File: src/rtl/pc_fetch_ctrl_if.sv
// Fetch-control bundle: run/stall/redirect requests in, fetch and IF/ID PCs out.
// The master modport belongs to the hazard/branch side; the slave modport belongs to pc_fetch_ctrl.
interface pc_fetch_ctrl_if #(
    parameter int PC_WIDTH   = 32,
    parameter int PERF_WIDTH = 32
);
    logic                  work_ena;
    logic                  stall;
    logic                  pc_jump;
    logic [PC_WIDTH-1:0]   pc_target;
    logic [PC_WIDTH-1:0]   pc_fetch;
    logic [PC_WIDTH-1:0]   pc_id;
    logic                  inst_valid;
    logic                  flush;
    logic [1:0]            state;
    logic [PERF_WIDTH-1:0] perf_stall_cnt;
    logic [PERF_WIDTH-1:0] perf_flush_cnt;

    modport master (
        output work_ena, stall, pc_jump, pc_target,
        input  pc_fetch, pc_id, inst_valid, flush, state,
        input  perf_stall_cnt, perf_flush_cnt
    );

    modport slave (
        input  work_ena, stall, pc_jump, pc_target,
        output pc_fetch, pc_id, inst_valid, flush, state,
        output perf_stall_cnt, perf_flush_cnt
    );
endinterface

File: src/rtl/pc_fetch_ctrl.sv
// Fetch PC sequencer for a 1-cycle-latency instruction BRAM.
// Optional perf counters are built when PC_FETCH_CTRL_PERF_EN is defined.
module pc_fetch_ctrl #(
    parameter int                  PC_WIDTH     = 32,
    parameter logic [PC_WIDTH-1:0] RESET_PC     = '0,
    parameter int                  PC_STEP      = 4,
    parameter int                  FLUSH_CYCLES = 0,
    parameter int                  PERF_WIDTH   = 32
) (
    input  logic            clk,
    input  logic            rst,
    pc_fetch_ctrl_if.slave  bus
);
    typedef enum logic [1:0] {
        S_IDLE  = 2'b00,
        S_RUN   = 2'b01,
        S_STALL = 2'b10,
        S_FLUSH = 2'b11
    } state_e;

    localparam logic [PC_WIDTH-1:0] STEP    = PC_WIDTH'(PC_STEP);
    localparam logic [3:0]          FLUSH_N = 4'(FLUSH_CYCLES);

    state_e              state_q, state_d;
    logic [PC_WIDTH-1:0] pc_fetch_q, pc_fetch_d;
    logic [PC_WIDTH-1:0] pc_id_q, pc_id_d;
    logic                valid_q, valid_d;
    logic                flush_q, flush_d;
    logic [3:0]          cnt_q, cnt_d;

    always_comb begin
        state_d    = state_q;
        pc_fetch_d = pc_fetch_q;
        pc_id_d    = pc_id_q;
        valid_d    = valid_q;
        flush_d    = 1'b0;
        cnt_d      = cnt_q;
        if (!bus.work_ena) begin
            state_d    = S_IDLE;
            pc_fetch_d = RESET_PC;
            pc_id_d    = RESET_PC;
            valid_d    = 1'b0;
            cnt_d      = '0;
        end else if (state_q == S_IDLE) begin
            state_d = S_RUN;
        end else if (bus.pc_jump) begin
            pc_fetch_d = bus.pc_target;
            pc_id_d    = bus.pc_target;
            valid_d    = 1'b0;
            flush_d    = 1'b1;
            cnt_d      = FLUSH_N;
            state_d    = (FLUSH_N != 4'd0) ? S_FLUSH : S_RUN;
        end else if (state_q == S_FLUSH) begin
            // bubbles drain regardless of stall
            cnt_d = cnt_q - 4'd1;
            if (cnt_q <= 4'd1) state_d = S_RUN;
        end else if (bus.stall) begin
            state_d = S_STALL;
        end else begin
            pc_fetch_d = pc_fetch_q + STEP;
            pc_id_d    = pc_fetch_q;
            valid_d    = 1'b1;
            state_d    = S_RUN;
        end
    end

    always_ff @(posedge clk) begin
        if (rst) begin
            state_q    <= S_IDLE;
            pc_fetch_q <= RESET_PC;
            pc_id_q    <= RESET_PC;
            valid_q    <= 1'b0;
            flush_q    <= 1'b0;
            cnt_q      <= '0;
        end else begin
            state_q    <= state_d;
            pc_fetch_q <= pc_fetch_d;
            pc_id_q    <= pc_id_d;
            valid_q    <= valid_d;
            flush_q    <= flush_d;
            cnt_q      <= cnt_d;
        end
    end

    assign bus.pc_fetch   = pc_fetch_q;
    assign bus.pc_id      = pc_id_q;
    assign bus.inst_valid = valid_q;
    assign bus.flush      = flush_q;
    assign bus.state      = state_q;

`ifdef PC_FETCH_CTRL_PERF_EN
    logic [PERF_WIDTH-1:0] stall_cnt_q;
    logic [PERF_WIDTH-1:0] flush_cnt_q;
    logic                  jump_acc;

    assign jump_acc = bus.work_ena && bus.pc_jump && (state_q != S_IDLE);

    // saturating, cleared only by rst
    always_ff @(posedge clk) begin
        if (rst) begin
            stall_cnt_q <= '0;
            flush_cnt_q <= '0;
        end else begin
            if (state_q == S_STALL && !(&stall_cnt_q))
                stall_cnt_q <= stall_cnt_q + 1'b1;
            if (jump_acc && !(&flush_cnt_q))
                flush_cnt_q <= flush_cnt_q + 1'b1;
        end
    end

    assign bus.perf_stall_cnt = stall_cnt_q;
    assign bus.perf_flush_cnt = flush_cnt_q;
`else
    assign bus.perf_stall_cnt = '0;
    assign bus.perf_flush_cnt = '0;
`endif
endmodule

File: src/flat_wrapper.sv
// flat-port wrapper written by rule: the top's interface ports become plain ports
module pc_fetch_ctrl_flat 
#(
    parameter int                  PC_WIDTH     = 32,
    parameter logic [PC_WIDTH-1:0] RESET_PC     = '0,
    parameter int                  PC_STEP      = 4,
    parameter int                  FLUSH_CYCLES = 0,
    parameter int                  PERF_WIDTH   = 32
)
  (clk, rst, bus_work_ena, bus_stall, bus_pc_jump, bus_pc_target, bus_pc_fetch, bus_pc_id, bus_inst_valid, bus_flush, bus_state, bus_perf_stall_cnt, bus_perf_flush_cnt);
  pc_fetch_ctrl_if #(.PC_WIDTH(PC_WIDTH), .PERF_WIDTH(PERF_WIDTH)) bus_i ();
  input  logic clk;
  input  logic rst;
  input wire logic [$bits(bus_i.work_ena)-1:0] bus_work_ena;
  input wire logic [$bits(bus_i.stall)-1:0] bus_stall;
  input wire logic [$bits(bus_i.pc_jump)-1:0] bus_pc_jump;
  input wire logic [$bits(bus_i.pc_target)-1:0] bus_pc_target;
  output wire logic [$bits(bus_i.pc_fetch)-1:0] bus_pc_fetch;
  output wire logic [$bits(bus_i.pc_id)-1:0] bus_pc_id;
  output wire logic [$bits(bus_i.inst_valid)-1:0] bus_inst_valid;
  output wire logic [$bits(bus_i.flush)-1:0] bus_flush;
  output wire logic [$bits(bus_i.state)-1:0] bus_state;
  output wire logic [$bits(bus_i.perf_stall_cnt)-1:0] bus_perf_stall_cnt;
  output wire logic [$bits(bus_i.perf_flush_cnt)-1:0] bus_perf_flush_cnt;
  assign bus_i.work_ena = bus_work_ena;
  assign bus_i.stall = bus_stall;
  assign bus_i.pc_jump = bus_pc_jump;
  assign bus_i.pc_target = bus_pc_target;
  assign bus_pc_fetch = bus_i.pc_fetch;
  assign bus_pc_id = bus_i.pc_id;
  assign bus_inst_valid = bus_i.inst_valid;
  assign bus_flush = bus_i.flush;
  assign bus_state = bus_i.state;
  assign bus_perf_stall_cnt = bus_i.perf_stall_cnt;
  assign bus_perf_flush_cnt = bus_i.perf_flush_cnt;
  pc_fetch_ctrl #(.PC_WIDTH(PC_WIDTH), .RESET_PC(RESET_PC), .PC_STEP(PC_STEP), .FLUSH_CYCLES(FLUSH_CYCLES), .PERF_WIDTH(PERF_WIDTH)) u_core (.clk(clk), .rst(rst), .bus(bus_i));
endmodule
File: config.mk
export PLATFORM = sky130hd
export DESIGN_NAME = pc_fetch_ctrl_flat
export DESIGN_NICKNAME = d
export VERILOG_FILES = /design/src/rtl/pc_fetch_ctrl_if.sv /design/src/rtl/pc_fetch_ctrl.sv /design/src/flat_wrapper.sv
export SDC_FILE = /design/constraint.sdc
export NUM_CORES = 1
export LEC_CHECK = 0
export CORE_MARGIN = 3
export CORE_UTILIZATION = 40
export CTS_CLUSTER_DIAMETER = 50
export DETAILED_ROUTE_END_ITERATION = 8
export PLACE_DENSITY = 0.72
export SKIP_LAST_GASP = 1
export SLEW_MARGIN = 0
export SYNTH_ARGS = -nofsm -noshare
export SYNTH_HDL_FRONTEND = slang
export SYNTH_SLANG_ARGS = --single-unit
File: constraint.sdc
create_clock -name clk -period 2.8 [get_ports clk]
set_input_delay 0.56 -clock clk [delete_from_list [all_inputs] [get_ports clk]]
set_output_delay 0.56 -clock clk [all_outputs]
set_load 0.005 [all_outputs]
* After elaboration in Yosys (flattened, before gate mapping)
Cells that the tools add are included.
Storage, ports and cells: bits in registers 72, output and inout port bits 132
Cells by class: add/sub/neg operators 2, $lt $le $gt $ge 1, eq/ne operators 5, mux-type cells 17, bitwise operators 2, reduce and logical (&&, ||, !) cells 7
Operators by type and width (number):
- 32-bit 2-to-1 mux | 6
- 32-bit by 3-bit adder with 32-bit output, second input constant | 1
- 4-bit 2-to-1 mux | 2
- 1-bit 2-to-1 mux | 6
- 2-bit 2-to-1 mux | 3
- 4-bit by 1-bit less-or-equal comparator with 1-bit output, second input constant | 1
- 2-bit != test, second input constant | 2
- 4-bit by 3-bit != test with 1-bit output, second input constant | 1
- 4-bit OR reduction | 1
- 4-bit by 1-bit subtractor with 4-bit output, second input constant | 1
- 3-bit AND reduction | 1
- 3-bit OR reduction | 1
- 2-bit == test, second input constant | 1
- 2-bit zero test | 1
- 2-bit by 1-bit != test with 1-bit output, second input constant | 1
- 1-bit inverter | 2
- 2-bit AND reduction | 1
- 2-bit nonzero test | 1
- 2-bit OR reduction | 1

* Longest topological paths before layout
word-level depth 5, mapped depth 8, depth with buffers taken out 6

* Least setup slack after synthesis
No wires, ideal clock.
kind register -> register, start register u_core.pc_fetch_q[2] (netlist: u_core.bus.pc_fetch[2]), end register u_core.pc_fetch_q[16] (netlist: u_core.bus.pc_fetch[16]), library setup time 0.122 ns, data arrival time 1.941 ns, setup slack 0.738 ns, cell stages (with the launch flop) 8, clock period less this slack 2.062 ns, path through dfxtp_1 > ha_1 > nand4_2 > or3_1 > buf_2 > or4_1 > a21oi_1 > nor3_1
On the way: cells in the longest elaborated chain, start to end 4
Ends and longest elaborated chain:
- from (decl) | line pc_fetch_ctrl.sv:25 | logic [PC_WIDTH-1:0] pc_fetch_q, pc_fetch_d;
- from (signal assigned) | line pc_fetch_ctrl.sv:77 | pc_fetch_q <= pc_fetch_d;
- 32-bit by 3-bit adder with 32-bit output | line pc_fetch_ctrl.sv:60 | pc_fetch_d = pc_fetch_q + STEP;
- 32-bit 2-to-1 mux | line pc_fetch_ctrl.sv:57 | end else if (bus.stall) begin
- 32-bit 2-to-1 mux | line pc_fetch_ctrl.sv:53 | end else if (state_q == S_FLUSH) begin
- 32-bit 2-to-1 mux | line pc_fetch_ctrl.sv:46 | end else if (bus.pc_jump) begin
No other way between the ends. The select of a mux whose other input is x is not followed. A chain may end at the register's enable or synchronous reset.

* Worst setup path after layout
start register u_core.pc_fetch_q[3] (netlist: u_core.bus.pc_fetch[3]), end register u_core.pc_fetch_q[16] (netlist: u_core.bus.pc_fetch[16])
The elaborated chain is that of the path after synthesis.

==> flow_summary_export.csv <==
group,metric,value,unit
floorplanning,io_pins,169,
sta,setup_viol,0,
grt,use_met1,0.2791,
power,power,2170,uW
outcome,outcome,"finished, final reports clean",
grt,met3_usage,0.04169,
floorplanning,start_util,0.4136,
yosys,seq_area_frac_synth,0.3361,
yosys,synth_area,4289,um2
run,cap_violations,0,
sta,drv_slew,0,
detailed_routing,drc,0,
power,p_switching,626.4,uW
critical_path,cp-startpoint,"u_core.bus.pc_fetch[3]",
yosys,netlist_top_cells_area,"dfxtp_1, buf_4, mux2i_1",
floorplanning,rows,37,
power,peakVddDrop,0.1930,mV
sta,finalCritPeriodShare,0.8386,
grt,grt_use_total,0.1952,
place,gp_congestion,0.8731,
floorplanning,dieArea,12000,um2
clock_network,clock-root-buffer,"clkbuf_8",
clock_network,cts_hold_buffers,0,
clock_network,cts-buffers-inserted,9,
yosys,synth-seq-cells,72,
clock_network,post_cts_buffers,0,
layout,nets,671,
power,p_leak,0.001884,uW
sta,final_hold_viol_count,0,
floorplanning,fp.dieW,109.6,um
clock_network,cts_sinks,72,
yosys,synth-main-ff-cell,"dfxtp_1",
yosys,yosys_warnings,0,
sta,worst_slew_pin_slew,0.6245,ns
power,p_int,1544,uW
yosys,synth_edf_count,0,
layout,drive_gt1_frac,0.06604,
yosys,synth.avg_cell_area,7.827,um2
detailed_routing,routedWlPerCell,15.62,um
power,clockPowerShare,0.357,
yosys,yosys.area.top_type,"dfxtp_1",
grt,antenna_found_initial,0,
clock_network,cts_tree,"yes",
critical_path,r2r_start,"u_core.bus.pc_fetch[3]",
layout,diodes,0,
sta,period_needed,2.348,ns
sta,maxSlewHeadroom,0.5821,
critical_path,cp_slowest_cell,"or3_1",
detailed_routing,viasPerCell,5.417,
sta,fin_setup_tns,0,ns
worst_hold_path,hp-class,"reg -> reg",
layout,synthToLayoutAreaGrowth,25.82,%
grt,grt.busiest_layer,"met2",
detailed_routing,num_vias,4182,
grt,grt_pass1_vias,3673,
sta,rsz0062_at_grt,"no",
detailed_routing,drt_iter0_drc,329,
clock_network,cts_buffer_depth,2,
worst_hold_path,min_from,"u_core.bus.pc_fetch[0]",
sta,fmax,425.9,MHz
critical_path,crit_chain,"ha_1 > nand4_2 > or3_1 > or4_1 > a21oi_1 > nor3_1",
clock_network,clock_latency,0.36,ns
grt,grt_max_degree,40,
yosys,synthCells,548,
grt,use_met2,0.2956,
critical_path,crit_fanout,9,
critical_path,cp_top_family,"simple AND/OR/NAND/NOR gates",
place,port_buffers,104,
clock_network,cts_max_level,3,
yosys,yosysTopAreaCellShare,0.3361,
critical_path,cp-end-kind,"flip-flop",
clock_network,cts.reportedPaths.clkPinSlew,0.08,ns
yosys,synth.most_common_cell,"dfxtp_1",
floorplanning,die_y,109.6,um
critical_path,cp.required,3.05,ns
yosys,yosys-top-cells-count,"dfxtp_1, buf_4, nor2_1",
critical_path,critPathKind,"reg -> reg",
yosys,yosysUniqueCellTypes,54,
grt,overflow,0,
detailed_routing,drt_pass1_iterations,6,
power,sw_frac_of_total,0.2887,
critical_path,arrival,2.60,ns
yosys,async_flop_share,0,
critical_path,critPathLaunchType,"flip-flop",
detailed_routing,drtAntennaViolNets,0,
sta,fin_skew,0.01051,ns
critical_path,path_buf_inv,0,
power,power_density,402.1,nW/um2
floorplanning,core,10370,um2
place,dp_hpwl,8670,um
power,seq_power_share,0.493,
grt,grt_first_pass_wirelength,18680,um
clock_network,cts_resized,0,
detailed_routing,routed_wirelength,12060,um
critical_path,critPathMaxStageDelay,0.53,ns
power,combPwrFrac,0.150,
[worst register-to-register path: cells and delay by family (launching register included)]
family	cells	cell delay (ns)
adder cells (fa/ha/maj)	1	0.33
AO/OA/AOI/OAI	1	0.18
AND/OR/NAND/NOR	4	1.27
flip-flops	1	0.47
[kinds of logic (layout without fill, tap and decap cells)]
logic type,count (synthesis),after routing,synth area share
and+or+nand+nor,186,186,0.2089
AOI/OAI and AO/OA,146,146,0.2284
buffers and inverters,117,142,0.1637
DFF,72,72,0.3361
muxes,21,21,0.04930
adders and majority gates,3,3,0.008752
xor gates and xnor gates,2,2,0.004085
other,1,64,0.0008743
[layer usage]
metal / vias up / part of all wire
li1: 2018 / -
met1: 1965 / 0.44
met2: 189 / 0.46
met3: 10 / 0.089
met4: 0 / 0.0096
met5: - / 0
[worst paths after layout]
kind	to	slack [ns]	cells past startpoint
worst max-delay path	u_core.bus.pc_fetch[16]	0.45	6
worst min-delay path	u_core.bus.pc_fetch[0]	0.49	2
worst max register to register	u_core.bus.pc_fetch[16]	0.45	6
worst min register to register	u_core.bus.pc_fetch[0]	0.49	2
[area by class of cell]
| type | instances | area [um2] |
|---|---|---|
| well taps | 136 | 170.2 |
| clock buffers | 10 | 137.6 |
| multi-input cells | 422 | 2396 |
| clock inverters | 6 | 42.54 |
| fillers | 1005 | 4974 |
| repair buffers | 118 | 1179 |
| inverters | 8 | 30.03 |
| flip-flops and latches | 72 | 1441 |
[flip-flops by register name, indices dropped and copies added, names as in the netlist]
name                   flops
u_core.bus.flush           1
u_core.bus.state           2
u_core.cnt_q               4
u_core.bus.inst_valid      1
u_core.bus.pc_id          32
u_core.bus.pc_fetch       32
[through the flow]
step	std cells	hold slack, ns	util	worst slack [ns]	area (um2)
after floorplan	611	0.4632	-	0.7376	4526
final	772	0.4874	0.5204	0.4519	5396
after CTS	772	0.4890	0.5204	0.4712	5396
after global routing	772	0.5057	0.5204	0.3268	5396
after detailed placement	756	0.4781	0.5030	0.4737	5216
after global placement	756	0.4657	0.5030	0.4622	5216
[layout by cell type (no fill, tap or decap), types with 8 or more instances in the layout]
cell / n
nor3_1: 18
a21oi_1: 36
nor2_1: 53
o21ai_0: 26
a211oi_1: 25
nand2_1: 52
nand3_1: 17
nand4_1: 8
a311oi_1: 9
buf_4: 11
dfxtp_1: 72
clkbuf_8: 10
a22oi_1: 9
clkdlybuf4s50_1: 103
mux2i_1: 20
conb_1: 64
[power by group through the flow]
stage	combinational, uW	sequential (uW)	clock, uW
4_1_cts	322	1070	788
5_1_grt	360	1070	836
6_report	325	1070	775
2_1_floorplan	239	1090	0
3_3_place_gp	315	1090	0
3_5_place_dp	320	1090	0
Power figures use the tool's default switching activity.
==> patch (same settings) <==
`PERF_WIDTH` is set to 32 in 3 places; all go to 64.
--- a/src/rtl/pc_fetch_ctrl_if.sv
+++ b/src/rtl/pc_fetch_ctrl_if.sv
@@ -2,7 +2,7 @@
 // The master modport belongs to the hazard/branch side; the slave modport belongs to pc_fetch_ctrl.
 interface pc_fetch_ctrl_if #(
     parameter int PC_WIDTH   = 32,
-    parameter int PERF_WIDTH = 32
+    parameter int PERF_WIDTH = 64
 );
     logic                  work_ena;
     logic                  stall;
--- a/src/rtl/pc_fetch_ctrl.sv
+++ b/src/rtl/pc_fetch_ctrl.sv
@@ -5,7 +5,7 @@
     parameter logic [PC_WIDTH-1:0] RESET_PC     = '0,
     parameter int                  PC_STEP      = 4,
     parameter int                  FLUSH_CYCLES = 0,
-    parameter int                  PERF_WIDTH   = 32
+    parameter int                  PERF_WIDTH   = 64
 ) (
     input  logic            clk,
     input  logic            rst,
--- a/src/flat_wrapper.sv
+++ b/src/flat_wrapper.sv
@@ -5,7 +5,7 @@
     parameter logic [PC_WIDTH-1:0] RESET_PC     = '0,
     parameter int                  PC_STEP      = 4,
     parameter int                  FLUSH_CYCLES = 0,
-    parameter int                  PERF_WIDTH   = 32
+    parameter int                  PERF_WIDTH   = 64
 )
   (clk, rst, bus_work_ena, bus_stall, bus_pc_jump, bus_pc_target, bus_pc_fetch, bus_pc_id, bus_inst_valid, bus_flush, bus_state, bus_perf_stall_cnt, bus_perf_flush_cnt);
   pc_fetch_ctrl_if #(.PC_WIDTH(PC_WIDTH), .PERF_WIDTH(PERF_WIDTH)) bus_i ();
Interface: changed (resized bus_perf_flush_cnt and bus_perf_stall_cnt); port bits go from 169 to 233. The function was not compared with the original's and may differ.
==> patch against the unedited design <==
  * Worst hold slack worse by 0.010 ns
  * Setup slack better by 0.0013 ns
  * Non-clock buffer count down 1
  * First-iteration DRC count down 6.1%
  * Clock skew about the same
  * Count of clock-buffer cells in the layout up 1
  * Total power up 24%
  * Critical endpoint unchanged
  * Maximum frequency about the same
  * Wire length up 6.9%
  * Area after synthesis up 11%
  * Sequential cell count unchanged
  * Critical path depth unchanged
  * Design area up 7.0%
==> patch: results <==
group,metric,value,unit
cts,cts_resized,0,
detailed_routing,num_vias,4336,
logic_synthesis,yosys_warnings,0,
placed_design,dp_slack,0.292,ns
run_status,status,"finished, final reports clean",
grt,grt_antenna_before_repair,0,
grt,grt_max_degree,58,
cells_and_area,fill_cells,1131,
cts,cts-root-buf,"clkbuf_16",
cts,path_clk_slew,0.06,ns
detailed_routing,dr_wl_met2,5930,um
logic_synthesis,async_reset_ff_share,0,%
grt,grt_use_met3,5.00,%
cells_and_area,layout-drive-gt1-share,5.73,%
placed_design,gp_congestion,0.844,
critical_path,critical_path.startpoint,"u_core.bus.pc_fetch[2]",
timing,worst_pin_slew,0.633,ns
grt,grt_pass1_wl,20200,um
timing,fin_skew,0.0101,ns
detailed_routing,topRoutingLayerUsed,"met4",
logic_synthesis,yosysSeqAreaShare,30.2,%
grt,grtUsageTotal,18.9,%
critical_path,cp-endpoint,"u_core.bus.pc_fetch[16]",
detailed_routing,met3WireLength,1230,um
worst_hold_path,hp-class,"register to register",
pwr,leakagePower,2.15,nW
critical_path,cp-end-kind,"register",
critical_path,r2r_cells,6,
cts,postCtsSetupBuffers,0,
grt,grt_pass1_vias,3892,
critical_path,crit_path_top_delay_cell,"or3_1",
cts,clk_latency,0.34,ns
placed_design,dp_hpwl,9540,um
logic_synthesis,ys_types,54,
timing,fin_tns_setup,0,ns
cts,numCtsBuffers,9,
detailed_routing,drtPass1Iterations,5,
logic_synthesis,synth.area.top_cells,"dfxtp_1, buf_4, mux2i_1, nor2_1, nand2_1",
detailed_routing,drt-total-wl,12900,um
critical_path,cpPeakStageDelay,0.52,ns
pwr,clkPwrFrac,47.1,%
critical_path,worstPathArrival,2.56,ns
pwr,peakVddDrop,0.243,mV
cts,h-tree-depth,3,
logic_synthesis,synthMostInstantiatedCell,"buf_4",
detailed_routing,drt_iter0_drc,309,
cells_and_area,nets,734,
timing,max_freq,426,MHz
critical_path,reg2reg_slack,0.45,ns
grt,grtUsageMet2,29.1,%
pwr,p_switching,0.659,mW
logic_synthesis,ys_top_cells_by_count,"buf_4, dfxtp_1, nor2_1",
logic_synthesis,ys.flop_type,"dfxtp_1",
critical_path,path_max_fanout,9,
pwr,combPwrFrac,12.8,%
detailed_routing,wl_met1,5490,um
grt,grt_use_met1,25.7,%
patch: cells by family after synthesis:
kind of cell | synth area share [%]
and+or+nand+nor | 18.8
buffers and inverters | 24.8
AOI/OAI and AO/OA | 20.5
DFF | 30.2
muxes | 4.43
adders and majority gates | 0.787
xor gates and xnor gates | 0.367
other | 0.0786
patch: stage by stage:
stage / area, sq um / power (mW) / hold slack (ns) / utilization, % / std cells
after floorplan: 5250 / 1.41 / 0.463 / - / 739
after global placement: 5450 / 1.43 / 0.468 / 47.3 / 826
after detailed placement: 5450 / 1.43 / 0.470 / 47.3 / 826
after CTS: 5770 / 2.68 / 0.478 / 50.1 / 841
after global routing: 5770 / 2.78 / 0.520 / 50.1 / 841
final: 5770 / 2.68 / 0.477 / 50.1 / 841
patch: layout make-up:
| cell class | count | share of cell area [%] |
|---|---|---|
| clock buffer | 11 | 4.38 |
| clock inverter | 4 | 1.32 |
| inverter | 8 | 0.520 |
| multi-input combinational | 486 | 45.7 |
| sequential | 72 | 25.0 |
| tap | 143 | 3.10 |
| timing repair buffer | 117 | 20.1 |
patch: worst min-delay path by stage:
stage | to | cells past startpoint | slack [ns] | startpoint
5_1_grt | u_core.bus.pc_fetch[1] | 2 | 0.52 | u_core.bus.pc_fetch[1]
4_1_cts | u_core.bus.pc_id[20] | 2 | 0.48 | u_core.bus.pc_id[20]
3_5_place_dp | u_core.bus.pc_id[20] | 2 | 0.47 | u_core.bus.pc_id[20]
6_report | u_core.bus.pc_id[20] | 2 | 0.48 | u_core.bus.pc_id[20]
2_1_floorplan | u_core.cnt_q[3] | 2 | 0.46 | u_core.cnt_q[3]
3_3_place_gp | u_core.bus.pc_fetch[0] | 2 | 0.47 | u_core.bus.pc_fetch[0]
